===== config.mk =====
export PLATFORM = sky130hd
export DESIGN_NAME = wb_timer_slave
export DESIGN_NICKNAME = d
export VERILOG_FILES = /design/src/rtl/wb_timer_slave.sv
export SDC_FILE = /design/constraint.sdc
export NUM_CORES = 1
export LEC_CHECK = 0
export BUFFER_PORTS_ARGS = -buffer_cell sky130_fd_sc_hd__buf_2
export CAP_MARGIN = 10
export CELL_PAD_IN_SITES_DETAIL_PLACEMENT = 1
export CELL_PAD_IN_SITES_GLOBAL_PLACEMENT = 1
export CORE_UTILIZATION = 48
export CTS_CLUSTER_DIAMETER = 200
export DETAILED_ROUTE_END_ITERATION = 8
export GPL_ROUTABILITY_DRIVEN = 0
export PLACE_DENSITY = 0.91
export SYNTH_ARGS = -nofsm -noshare
export SYNTH_HDL_FRONTEND = slang
export SYNTH_SLANG_ARGS = --single-unit

===== constraint.sdc =====
create_clock -name clk -period 9.2 [get_ports clk]
set_clock_uncertainty 0.2 [all_clocks]
set_input_delay 1.38 -clock clk [delete_from_list [all_inputs] [get_ports clk]]
set_output_delay 1.38 -clock clk [all_outputs]
set_load 0.01 [all_outputs]

===== src/rtl/wb_timer_slave.sv =====
// Wishbone classic-cycle timer/compare peripheral with programmable ack wait states.
// Optional prescaler on offset 4 is built only when WB_TIMER_PRESCALE_EN is defined.
module wb_timer_slave #(
  parameter int unsigned WAIT_STATES   = 0,
  parameter logic [31:0] RESET_COMPARE = 32'hFFFF_FFFF
) (
  input  logic        clk,
  input  logic        clr,
  input  logic        wb_cyc_i,
  input  logic        wb_stb_i,
  input  logic        wb_we_i,
  input  logic [2:0]  wb_adr_i,
  input  logic [3:0]  wb_sel_i,
  input  logic [31:0] wb_dat_i,
  output logic [31:0] wb_dat_o,
  output logic        wb_ack_o,
  output logic        irq_o
);

  typedef enum logic [1:0] {
    S_IDLE,
    S_WAIT,
    S_ACK
  } state_t;

  localparam logic [3:0] WS_LOAD = (WAIT_STATES > 0) ? 4'(WAIT_STATES - 1) : 4'd0;

  state_t      state;
  logic [3:0]  wait_cnt;

  logic [2:0]  ctrl;
  logic [31:0] count;
  logic [31:0] compare;
  logic        match;

  logic        req;
  logic        commit;
  logic        tick;
  logic        hit;
  logic [31:0] rd_data;

  logic        en;
  logic        autoreload;
  logic        ie;

  assign en         = ctrl[0];
  assign autoreload = ctrl[1];
  assign ie         = ctrl[2];

  assign req    = wb_cyc_i & wb_stb_i;
  assign commit = (state == S_ACK) & req & wb_we_i;
  assign hit    = tick & (count == compare);
  assign irq_o  = match & ie;

  function automatic logic [31:0] lane_merge(input logic [31:0] old_val,
                                             input logic [31:0] new_val,
                                             input logic [3:0]  sel);
    logic [31:0] res;
    for (int i = 0; i < 4; i++) begin
      res[8*i +: 8] = sel[i] ? new_val[8*i +: 8] : old_val[8*i +: 8];
    end
    return res;
  endfunction

`ifdef WB_TIMER_PRESCALE_EN
  logic [15:0] prescale;
  logic [15:0] psc_cnt;
  logic [31:0] psc_merged;

  assign psc_merged = lane_merge({16'd0, prescale}, wb_dat_i, wb_sel_i);
  assign tick       = en & (psc_cnt == prescale);

  // Writing PRESCALE restarts the divider so the new period starts cleanly.
  always_ff @(posedge clk or posedge clr) begin
    if (clr) begin
      prescale <= 16'd0;
      psc_cnt  <= 16'd0;
    end else if (commit && (wb_adr_i == 3'd4)) begin
      prescale <= psc_merged[15:0];
      psc_cnt  <= 16'd0;
    end else if (en) begin
      psc_cnt <= (psc_cnt == prescale) ? 16'd0 : psc_cnt + 16'd1;
    end
  end
`else
  assign tick = en;
`endif

  always_comb begin
    rd_data = 32'd0;
    case (wb_adr_i)
      3'd0: rd_data = {29'd0, ctrl};
      3'd1: rd_data = count;
      3'd2: rd_data = compare;
      3'd3: rd_data = {31'd0, match};
`ifdef WB_TIMER_PRESCALE_EN
      3'd4: rd_data = {16'd0, prescale};
`endif
      default: rd_data = 32'd0;
    endcase
  end

  // Read data is captured on the edge that enters ACK and is zero otherwise.
  always_ff @(posedge clk or posedge clr) begin
    if (clr) begin
      state    <= S_IDLE;
      wait_cnt <= 4'd0;
      wb_ack_o <= 1'b0;
      wb_dat_o <= 32'd0;
    end else begin
      wb_ack_o <= 1'b0;
      wb_dat_o <= 32'd0;
      case (state)
        S_IDLE: begin
          if (req) begin
            if (WAIT_STATES > 0) begin
              state    <= S_WAIT;
              wait_cnt <= WS_LOAD;
            end else begin
              state    <= S_ACK;
              wb_ack_o <= 1'b1;
              wb_dat_o <= rd_data;
            end
          end
        end
        S_WAIT: begin
          if (!req) begin
            state <= S_IDLE;
          end else if (wait_cnt == 4'd0) begin
            state    <= S_ACK;
            wb_ack_o <= 1'b1;
            wb_dat_o <= rd_data;
          end else begin
            wait_cnt <= wait_cnt - 4'd1;
          end
        end
        S_ACK: begin
          state <= S_IDLE;
        end
        default: begin
          state <= S_IDLE;
        end
      endcase
    end
  end

  // A bus write to COUNT wins over the tick; a match set wins over a W1C.
  always_ff @(posedge clk or posedge clr) begin
    if (clr) begin
      ctrl    <= 3'd0;
      count   <= 32'd0;
      compare <= RESET_COMPARE;
      match   <= 1'b0;
    end else begin
      if (commit && (wb_adr_i == 3'd0) && wb_sel_i[0]) begin
        ctrl <= wb_dat_i[2:0];
      end

      if (commit && (wb_adr_i == 3'd1)) begin
        count <= lane_merge(count, wb_dat_i, wb_sel_i);
      end else if (tick) begin
        count <= (hit && autoreload) ? 32'd0 : count + 32'd1;
      end

      if (commit && (wb_adr_i == 3'd2)) begin
        compare <= lane_merge(compare, wb_dat_i, wb_sel_i);
      end

      if (hit) begin
        match <= 1'b1;
      end else if (commit && (wb_adr_i == 3'd3) && wb_sel_i[0] && wb_dat_i[0]) begin
        match <= 1'b0;
      end
    end
  end

endmodule


# After elaboration in Yosys (flattened, before gate mapping)
# Index checks and enable logic that the tools add are counted.
[word_totals] register_bits=107 inputBits=44 output_inout_bits=34
[classes] addsub=2 n_eq_ne=12 mux=22 bitwise_logic=6 n_reduce_logical=23
[ops] op="two-way mux 32 bit" count=6
[ops] op="one-hot mux 32 bit (4 select lines)" count=1
[ops] op="one-hot mux 32 bit (2 select lines)" count=1
[ops] op="adder 32 x 1 -> 32 bit, second input constant" count=1
[ops] op="equality test 32 bit" count=1
[ops] op="two-way mux 8 bit" count=4
[ops] op="AND reduction 2 bit" count=9
[ops] op="!= test 2 bit, second input constant" count=5
[ops] op="logical AND 1 bit" count=8
[ops] op="equality test 3 x 2 -> 1 bit, second input constant" count=2
[ops] op="two-way mux 2 bit" count=3
[ops] op="AND 1 bit" count=5
[ops] op="two-way mux 1 bit" count=5
[ops] op="logical NOT 4 bit" count=1
[ops] op="one-hot mux 2 bit (2 select lines)" count=1
[ops] op="nonzero test 2 bit" count=2
[ops] op="subtractor 4 x 1 -> 4 bit, second input constant" count=1
[ops] op="equality test 3 x 1 -> 1 bit, second input constant" count=1
[ops] op="logical NOT 3 bit" count=1
[ops] op="!= test 3 bit, second input constant" count=1
[ops] op="AND reduction 3 bit" count=1
[ops] op="equality test 2 x 1 -> 1 bit, second input constant" count=1
[ops] op="equality test 2 bit, second input constant" count=1
[ops] op="logical NOT 2 bit" count=1
[ops] op="2 further kinds" count=2

# Longest topological paths before layout
[logic_depth] ltp_word=8 mapped_depth=9 depth_no_buf=7

# Least setup slack after synthesis
# OpenSTA, ideal clock, no wires.
[synth_path] kind="in2reg" start="in wb_adr_i[0]" end="reg count[20]" setup_ns=0.087 t_arrival_ns=2.802 required_ns=8.913 setup_slack_ns=6.111 cell_stages=8 n_path_buf=3 cell_sequence="buf_2 > nor3b_4 > and2_1 > clkbuf_4 > a21oi_1 > buf_6 > or3_1 > o211ai_1"
[synth_via] elab_chain_len=4 word_cells_on_any_way=6
[synth_lines] element="from (decl)" line_no="12" source="input logic [2:0] wb_adr_i,"
[synth_lines] element="equality test 3 x 1 -> 1 bit *" line_no="159" source="if (commit && (wb_adr_i == 3'd1)) begin"
[synth_lines] element="logical AND 1 bit *" line_no="159"
[synth_lines] element="!= test 2 bit (no source line) / nonzero test 2 bit (equally long branches)"
[synth_lines] element="AND reduction 2 bit (no source line)"
[synth_lines] element="to (signal assigned)" line_no="160" source="count <= lane_merge(count, wb_dat_i, wb_sel_i);"
[synth_lines] element="to (signal assigned)" line_no="162" source="count <= (hit && autoreload) ? 32'd0 : count + 32'd1;"
[synth_lines] element="to (decl)" line_no="32" source="logic [31:0] count;"
# Mark *: on every way between the ends. The rest lies on a longest branch, timed or not.
# A chain may end at the register's enable or synchronous reset.

# Worst setup path after layout
[layout_path] start="in wb_adr_i[0]" end="reg count[14]"
# The elaborated chain is that of the path after synthesis.

==> results.md <==
- Status: finished clean
- Synthesized cell area: 0.00555 sq mm
- Critical Path Source Type: input port
- Chip Width: about 110 microns
- Most common cell after layout, fill and taps aside: buf_2
- P_int: 706 uW
- Number of detailed-route iterations in the first pass: 5
- EDFF count, synth: 0
- Crit-path slowest cell: nand2_1
- Reg2reg end: count[14]
- Number of global-route vias before repair: 5065
- Top_reg_cell synth: dfrtp_1
- Row Count: 38
- Total track usage: 0.302
- Synth top area share: 0.315
- Slew Viols, Final: 0
- Seq/Total Area, Yosys: 0.467
- Most frequent cells in the layout: buf_2 (77), dfrtp_1 (70), nor2_1 (47), nand3_1 (44), mux2_2 (35)
- Global-route wire length before repair: around 27000 microns
- Layout cells sized above 1: 0.296
- Largest area contributor in the synthesized netlist: dfrtp_1
- Vias per cell: approximately 6.4
- P_sw: roughly 250 uW
- Resized cells post-CTS: 0
- Critical path fanouts, max: 35
- CP Capture Type: flop
- Final Cycle Share: 0.420
- ANT cells: 0
- ANT nets after route: 0
- Setup Crit Path Kind: input port to flop
- Tot Pwr: approximately 950 uW
- IO buf count: 77
- Post-CTS Setup Bufs: 0
- Initial Util: 0.503
- Distinct cells, synth: 60
- Crit path to: count[14]
- Clock power frac: 0.397
- Critical path origin: wb_adr_i[0]
- Avg Cell Area, Syn: ~10 sq um
- Largest net degree at the start of global routing: 60
- WP buf/inv: 2
- Worst path required time: just over 9000 ps
- CTS buffer count: 9
- Wire per inst: 22.4 microns
- VDD IR max: between 0.00009 and 0.0001 V
- Minimum clock period: roughly 3900 ps
- Hpwl dp: about 12000 microns
- RSZ-0062 raised after global routing: false
- Post-synthesis net count: roughly 600
- Clk buf depth: 2
- Vias: 4797
- Hold Fails Final Rpt: 0
- Reg clk slew, reported paths: 70 ps
- Sw Ratio: 0.258
- Core Area: about 0.011 sq mm
- Flop2flop setup slack: between 5000 and 6000 ps
- Min-delay worst type: flop to flop
- Worst Tran Pin Value: 1130 ps
- Final TNS setup: 0 ps
- Total congestion overflow: 0
- Max-cap violations: 0
- Synth area leaders: dfrtp_1 (32%), dfstp_2 (15%), mux2_2 (7.1%)
- Synthesis-to-layout area growth: 10.9%
- Family with the most delay on the worst path: simple AND/OR/NAND/NOR gates
- Worst slew margin: 0.246
- Die outline area: 0.0120 sq mm
- Chip height: 110 microns
- Final #Nets: between 600 and 700
- H-tree depth: 3
- Worst flop-to-flop path startpoint: count[7]
- Most used cell, CP: nand2_1
- Drt total wl: ~17000 microns
- Remaining DRCs: 0
- I/O pin cnt: 78
- Worst-Skew Late Latency: around 370 ps
- Asr flop ratio synth: 1.00
- Power per standard cell area: between 150 and 200 mW/mm^2
- Pleak: between 0.002 and 0.003 uW
- Yosys warns: 0
- Hold buffers post-CTS: 0
- Final setup fails: 0
- # clock sinks: 102
- Initial antenna violation count: 0
- Cells after synthesis: 557
- Cell count along the critical path: 6
- Initial DRC Count: about 430
- Peak Freq: roughly 0.26 GHz
- Crit-path cells: buf_2, nor3b_4, buf_4, nand2_1, nand2_1, o311ai_0
- Yosys reg bits: 102
- CP peak stage delay: 780 ps
- CTS tree: built
- R2R cell count: 6
- Seq pwr share: 0.510
- Root Buffer: clkbuf_16
- Crit path DAT: approximately 3900 ps
- Comb power frac: 0.093
- Hold depth: 1
==> layer usage <==
layer	vias to the layer above	part of all wire	GRT usage
met5	-	0	0
met4	0	0.040	0.150
met3	61	0.075	0.0806
met2	216	0.48	0.489
met1	2406	0.40	0.374
li1	2114	-	-
==> registers in the layout, summed over array words and instances, names as in the netlist <==
| signal | count |
|---|---|
| compare | 32 |
| count | 32 |
| wb_dat_o | 32 |
| ctrl | 3 |
| match | 1 |
| state | 1 |
| wb_ack_o | 1 |
==> worst reg2reg max path, delay by kind of cell (launching register included) <==
kind | cells | cell delay (ps)
AND/OR/NAND/NOR | 3 | 1820
AO/OA/AOI/OAI | 2 | 650
flip-flops | 1 | 530
buffers and inverters | 1 | 140
==> power groups by stage <==
stage	logic, uW	clock network, uW	registers [uW]
2_1_floorplan	57.6	0	486
3_5_place_dp	86.9	0	492
4_1_cts	87.5	382	484
5_1_grt	97.5	398	487
3_3_place_gp	81.6	0	491
6_report	88.4	377	485
==> per-stage QoR <==
| stage | hold slack (ps) | setup WS [ps] | std cells | instance area, sq um | util |
|---|---|---|---|---|---|
| after floorplan | 231 | 5000 | 557 | 5550 | - |
| after global placement | 246 | 5210 | 728 | 5860 | 0.531 |
| after detailed placement | 256 | 5090 | 728 | 5860 | 0.531 |
| after CTS | 267 | 5440 | 744 | 6140 | 0.557 |
| after global routing | 302 | 5170 | 745 | 6160 | 0.558 |
| final | 268 | 5330 | 745 | 6160 | 0.558 |
==> kinds of logic after synthesis <==
group,after synthesis,share of synthesized area
simple gates,217,0.212
fa+ha+maj,1,0.00225
xor+xnor,27,0.0426
compound gates,103,0.127
buf+inv,65,0.0635
flops,102,0.467
mux,42,0.0858
==> area by class of cell <==
cell class                      count  area [sq um]
Fill cell                        1273          4870
Multi-Input combinational cell    390          2610
Sequential cell                   102          2590
Timing Repair Buffer               83           438
Clock buffer                       13           270
Tap cell                          140           175
Inverter                           14          55.1
Clock inverter                      3          17.5
==> cells in the mapped netlist (all sizes together) (2+ instances only) <==
| cell | count |
|---|---|
| or3 | 6 |
| nor2b | 3 |
| nand4b | 2 |
| nand3 | 45 |
| a32oi | 4 |
| xor2 | 3 |
| inv | 14 |
| mux2 | 35 |
| o22ai | 2 |
| and3 | 17 |
| and2 | 5 |
| nand4 | 25 |
| mux2i | 6 |
| o211ai | 9 |
| buf | 23 |
| dfrtp | 70 |
| xnor2 | 24 |
| a22o | 2 |
| nor2 | 47 |
| a21boi | 3 |
| nand2b | 4 |
| o221ai | 3 |
| or2 | 4 |
| nor3 | 6 |
| a31oi | 10 |
| dfstp | 32 |
| nand3b | 2 |
| clkbuf | 28 |
| and4 | 6 |
| a21oi | 16 |
| nand2 | 30 |
| a22oi | 32 |
| o21ai | 15 |
| nor4 | 12 |
==> how the worst min path moves through the flow <==
stage / end / startpoint
3_5_place_dp: wb_ack_o / state[1]
3_3_place_gp: wb_ack_o / state[1]
4_1_cts: wb_ack_o / state[1]
2_1_floorplan: state[1] / state[1]
5_1_grt: wb_ack_o / state[1]
6_report: wb_ack_o / state[1]
Power figures use the tool's default switching activity.
